**config.mk**
```make
export PLATFORM = sky130hd
export DESIGN_NAME = layer_sequencer
export DESIGN_NICKNAME = d
export VERILOG_FILES = /design/src/rtl/layer_sequencer.sv
export SDC_FILE = /design/constraint.sdc
export NUM_CORES = 1
export LEC_CHECK = 0
export CORE_AREA = 5 5 201 203
export CTS_CLUSTER_SIZE = 12
export DETAILED_ROUTE_END_ITERATION = 12
export DIE_AREA = 0 0 206 208
export GPL_TIMING_DRIVEN = 0
export PLACE_DENSITY = 0.7
export SLEW_MARGIN = 20
export SYNTH_ARGS = -nofsm -noshare
export SYNTH_HDL_FRONTEND = slang
export SYNTH_SLANG_ARGS = --single-unit
```
**constraint.sdc**
```tcl
create_clock -name clk -period 1.95 [get_ports clk]
set_input_delay 0.39 -clock clk [delete_from_list [all_inputs] [get_ports clk]]
set_output_delay 0.39 -clock clk [all_outputs]
set_load 0.02 [all_outputs]
```
**src/rtl/layer_sequencer.sv**
```systemverilog
// Control FSM that time-multiplexes one fully-connected layer datapath across
// up to NUM_LAYERS layers, feeding each layer's result back as the next input.
module layer_sequencer #(
  parameter int N          = 16,
  parameter int DATA_WIDTH = 8,
  parameter int NUM_LAYERS = 4,
  parameter int DP_LATENCY = 1,
  parameter int LW         = (NUM_LAYERS > 1) ? $clog2(NUM_LAYERS) : 1,
  parameter int CW         = $clog2(NUM_LAYERS + 1)
) (
  input  logic                    clk,
  input  logic                    rst,
  input  logic                    in_valid,
  output logic                    in_ready,
  input  logic [N*DATA_WIDTH-1:0] in_data,
  input  logic [CW-1:0]           cfg_layers,
  output logic [N*DATA_WIDTH-1:0] layer_in,
  output logic [LW-1:0]           layer_sel,
  input  logic [N*DATA_WIDTH-1:0] layer_out,
  output logic                    out_valid,
  input  logic                    out_ready,
  output logic [N*DATA_WIDTH-1:0] out_data,
  output logic                    busy
);

  localparam int VW  = N * DATA_WIDTH;
  localparam int CNW = $clog2(DP_LATENCY + 1);

  typedef enum logic [1:0] {IDLE, RUN, DONE} state_t;

  state_t          state, state_d;
  logic [VW-1:0]   act, act_d;
  logic [VW-1:0]   lin_q, lin_d;
  logic [LW-1:0]   idx, idx_d;
  logic [LW-1:0]   lsel_q, lsel_d;
  logic [LW-1:0]   last, last_d;
  logic [CNW-1:0]  cnt, cnt_d;
  logic [CW-1:0]   eff;

  always_comb begin
    if (cfg_layers == '0)
      eff = CW'(1);
    else if (cfg_layers > CW'(NUM_LAYERS))
      eff = CW'(NUM_LAYERS);
    else
      eff = cfg_layers;
  end

  always_ff @(posedge clk) begin
    if (rst) begin
      state  <= IDLE;
      act    <= '0;
      lin_q  <= '0;
      idx    <= '0;
      lsel_q <= '0;
      last   <= '0;
      cnt    <= '0;
    end else begin
      state  <= state_d;
      act    <= act_d;
      lin_q  <= lin_d;
      idx    <= idx_d;
      lsel_q <= lsel_d;
      last   <= last_d;
      cnt    <= cnt_d;
    end
  end

  // layer_in/layer_sel have their own registers so they hold the last layer's
  // operands while act carries the final result through DONE and IDLE.
  always_comb begin
    state_d = state;
    act_d   = act;
    lin_d   = lin_q;
    idx_d   = idx;
    lsel_d  = lsel_q;
    last_d  = last;
    cnt_d   = cnt;
    case (state)
      IDLE: begin
        if (in_valid) begin
          act_d   = in_data;
          lin_d   = in_data;
          idx_d   = '0;
          lsel_d  = '0;
          cnt_d   = '0;
          last_d  = LW'(eff - CW'(1));
          state_d = RUN;
        end
      end
      RUN: begin
        if (cnt == CNW'(DP_LATENCY)) begin
          act_d = layer_out;
          cnt_d = '0;
          if (idx == last) begin
            state_d = DONE;
          end else begin
            idx_d  = idx + LW'(1);
            lsel_d = idx + LW'(1);
            lin_d  = layer_out;
          end
        end else begin
          cnt_d = cnt + CNW'(1);
        end
      end
      DONE: begin
        if (out_ready) state_d = IDLE;
      end
      default: state_d = IDLE;
    endcase
  end

  assign in_ready  = (state == IDLE) && !rst;
  assign out_valid = (state == DONE);
  assign busy      = (state != IDLE);
  assign out_data  = act;
  assign layer_in  = lin_q;
  assign layer_sel = lsel_q;

endmodule
```
==> metrics.md <==
| Metric | Value |
|---|---|
| DR DRC count | 0 |
| Cells after synthesis | 1056 |
| Worst-path clk slew | 0.06 ns |
| Routed Antenna Nets | 0 |
| CTS Hold Bufs | 0 |
| Top cells by area, synth | dfxtp_1, a221oi_2, mux2i_1 |
| Final core occ | 47.8% |
| Design Power | 16200 uW |
| Commonest non-fill, non-tap cells in the layout | clkdlybuf4s50_1, nor2_1, dfxtp_1, a211oi_1, a221oi_2 |
| GRT Util Overall | 20.5% |
| Syn avg cell area | 10.6 um^2 |
| Crit-path max cell delay | 0.63 ns |
| Number of synthesized register bits | 263 |
| Clock buffer depth | 3 |
| Hpwl dp | 37200 um |
| CP bufs+invs | 1 |
| Ys flop type | dfxtp_1 |
| Final hold violation count | 0 |
| Worst EP required | 1.56 ns |
| Rows | 72 |
| DR WL/cell | 22.1 um |
| CP Class | register to output port |
| Crit path DAT | 1.53 ns |
| Tcrit/Tclk final | 98.5% |
| Die height | 208 um |
| Mapped Area | 0.0111 mm^2 |
| Total nets after synthesis | 1319 |
| Layout cells sized above 1 | 17.5% |
| Post-synth ARST share | 0% |
| Root Driver | clkbuf_16 |
| Leading area contributor after synthesis | dfxtp_1 |
| Fin. max-slew vios | 0 |
| Die Wd | 206 um |
| Most common cell after layout, fill and taps aside | clkdlybuf4s50_1 |
| IO Count | 524 |
| Top delay family on crit path | buffers and inverters |
| CP max-delay cell | clkdlybuf4s50_1 |
| Setup crit end kind | output port |
| Placement Cell Area | 0.0170 mm^2 |
| # fillers | 3574 |
| Post-DR vias/cell | 4.97 |
| Startpoint types | register |
| Switching pwr | 5060 uW |
| Initial Utilization | 29.1% |
| Total Wirelength | 47400 um |
| Achievable frequency | 520 MHz |
| Register area share after synthesis | 47.2% |
| Gate power share | 28.9% |
| Post-synth EDFFs | 0 |
| Die Area | 0.0428 mm^2 |
| H-tree depth | 1 |
| Top cell type's share of synthesized area | 47.2% |
| Clock network power share | 32.5% |
| Gpl congestion | 0.882 |
| Maxcap violations | 0 |
| Worst Tran Pin Value | 0.790 ns |
| Worst-Skew Late Latency | 0.54 ns |
| Synth unique cells | 29 |
| Leakage power | 0.00735 uW |
| Synth Warn # | 0 |
| First-pass GRT wire length | 68000 um |
| DR iter-0 viols | 548 |
| Gr ovfl total | 0 |
| Internal power | 11100 uW |
| Area growth syn-to-layout | 64.3% |
| Sw Ratio | 31.2% |
| Clk_skew | 0.00662 ns |
| Layout net count | 1871 |
| RSZ-0062 raised after global routing | true |
| TritonCTS clock tree | yes |
| Vias | 10700 |
| Path type of the worst min-delay path | register to register |
| Pre-antenna DRT Iters | 5 |
| Setup-failing EPs final | 0 |
| Core area | 0.0383 mm^2 |
| Vias in the first global route | 10600 |
| CTS sink cnt | 263 |
| PortBufs | 523 |
| Final worst path period need | 1.92 ns |
| Status | completed |
| Worst VDD drop | 0.000591 V |
| Crit path setup slack, layout | 0.0285 ns |
| PwrDens | 885 mW/mm^2 |
| Initial antenna violation count | 2 |
| TritonCTS Buffers | 28 |
| Worst relative slew slack | 47.3% |
| Final instance area | 0.0183 mm^2 |
| Reg power frac | 38.6% |
| Worst Setup Slack post-DPL | -1.11 ns |
| Worst-path fanout max | 2 |
| Largest net degree at the start of global routing | 20 |
| Worst-path cell chain | clkdlybuf4s50_1 |
[worst paths after layout]
check / from / endpoint / slack (ns) / cells after the start
hold / removal: out_data[75] / out_data[75] / 0.50 / 2
setup / recovery: out_data[56] / out_data[56] / 0.03 / 1
setup reg to reg: last[0] / layer_in[86] / 0.10 / 6
hold reg to reg: out_data[75] / out_data[75] / 0.50 / 2
[stage by stage]
step / hold slack (ns) / setup TNS (ns) / instances
floorplan: 0.495 / 0 / 1056
global placement: 0.486 / -123.57 / 2097
detailed placement: 0.490 / -131.02 / 2097
CTS: 0.479 / -0.198 / 2144
global route: 0.510 / -0.0615 / 2144
finish: 0.497 / 0 / 2145
[area by class of cell]
type                    instances  area, um^2  area share, %
clock buffers                  44         882           4.82
multi-input cells             675        5490           30.0
inverters                       3        11.3         0.0615
diodes                          1        2.50         0.0137
repair buffers                523        5260           28.7
flip-flops and latches        263        5270           28.8
plain buffers                 114         722           3.94
well taps                     518         648           3.54
clock inverters                 4        20.0          0.109
[timing repair]
| item | in CTS | in global routing |
|---|---|---|
| buffers inserted | 0 | 0 |
| pin swaps | 0 | 0 |
| endpoints found under the setup margin | 200 | 280 |
| gates resized for setup | 101 | 124 |
[sequential cells by signal (all words and copies together) (netlist names)]
signal and count:
out_data 128, state 2, layer_in 128, cnt 1, last 2, layer_sel 2
[power by group through the flow]
stage / Sequential [uW] / Combinational [uW] / Clock, uW
global route: 6310 / 4950 / 5560
CTS: 6250 / 4640 / 5350
detailed placement: 6360 / 4660 / 0
global placement: 6340 / 4610 / 0
finish: 6250 / 4690 / 5260
floorplan: 6980 / 1690 / 0
[logic make-up (layout without fill, tap and decap cells)]
logic type      Yosys count  count (layout)  share of synthesized area (%)
simple gates            277             277                           9.59
xor+xnor                  3               3                          0.236
compound gates          267             267                           25.8
flops                   263             263                           47.2
other cells               0               1                              0
buf+inv                 118             688                           5.67
mux                     128             128                           11.5
[cells in the mapped netlist, types with 2 or more instances]
master and instances:
xor2_1 2, a221oi_2 113, buf_4 16, nor2_1 262, a211oi_1 130, a221oi_1 15
inv_1 3, buf_2 19, dfxtp_1 263, mux2i_1 128, nand2b_1 3, buf_6 14
buf_1 4, nor3_1 3, nand2_1 2, clkbuf_1 62, nor2b_1 3, a21oi_1 3
[tightest hold or removal path, delay by kind of cell (launching register included)]
family | cells | cell delay [ns]
AOI/OAI and AO/OA | 1 | 0.05
DFF | 1 | 0.31
and+or+nand+nor | 1 | 0.09
[metal layers]
| layer | up-vias | part of all wire, % | track usage [%] |
|---|---|---|---|
| li1 | 5043 | - | - |
| met1 | 5161 | 40 | 25.0 |
| met2 | 393 | 50 | 36.1 |
| met3 | 71 | 6.6 | 4.19 |
| met4 | 2 | 3.4 | 6.10 |
| met5 | - | 0.027 | 0 |
No activity file was read; power rests on OpenSTA's default activity.
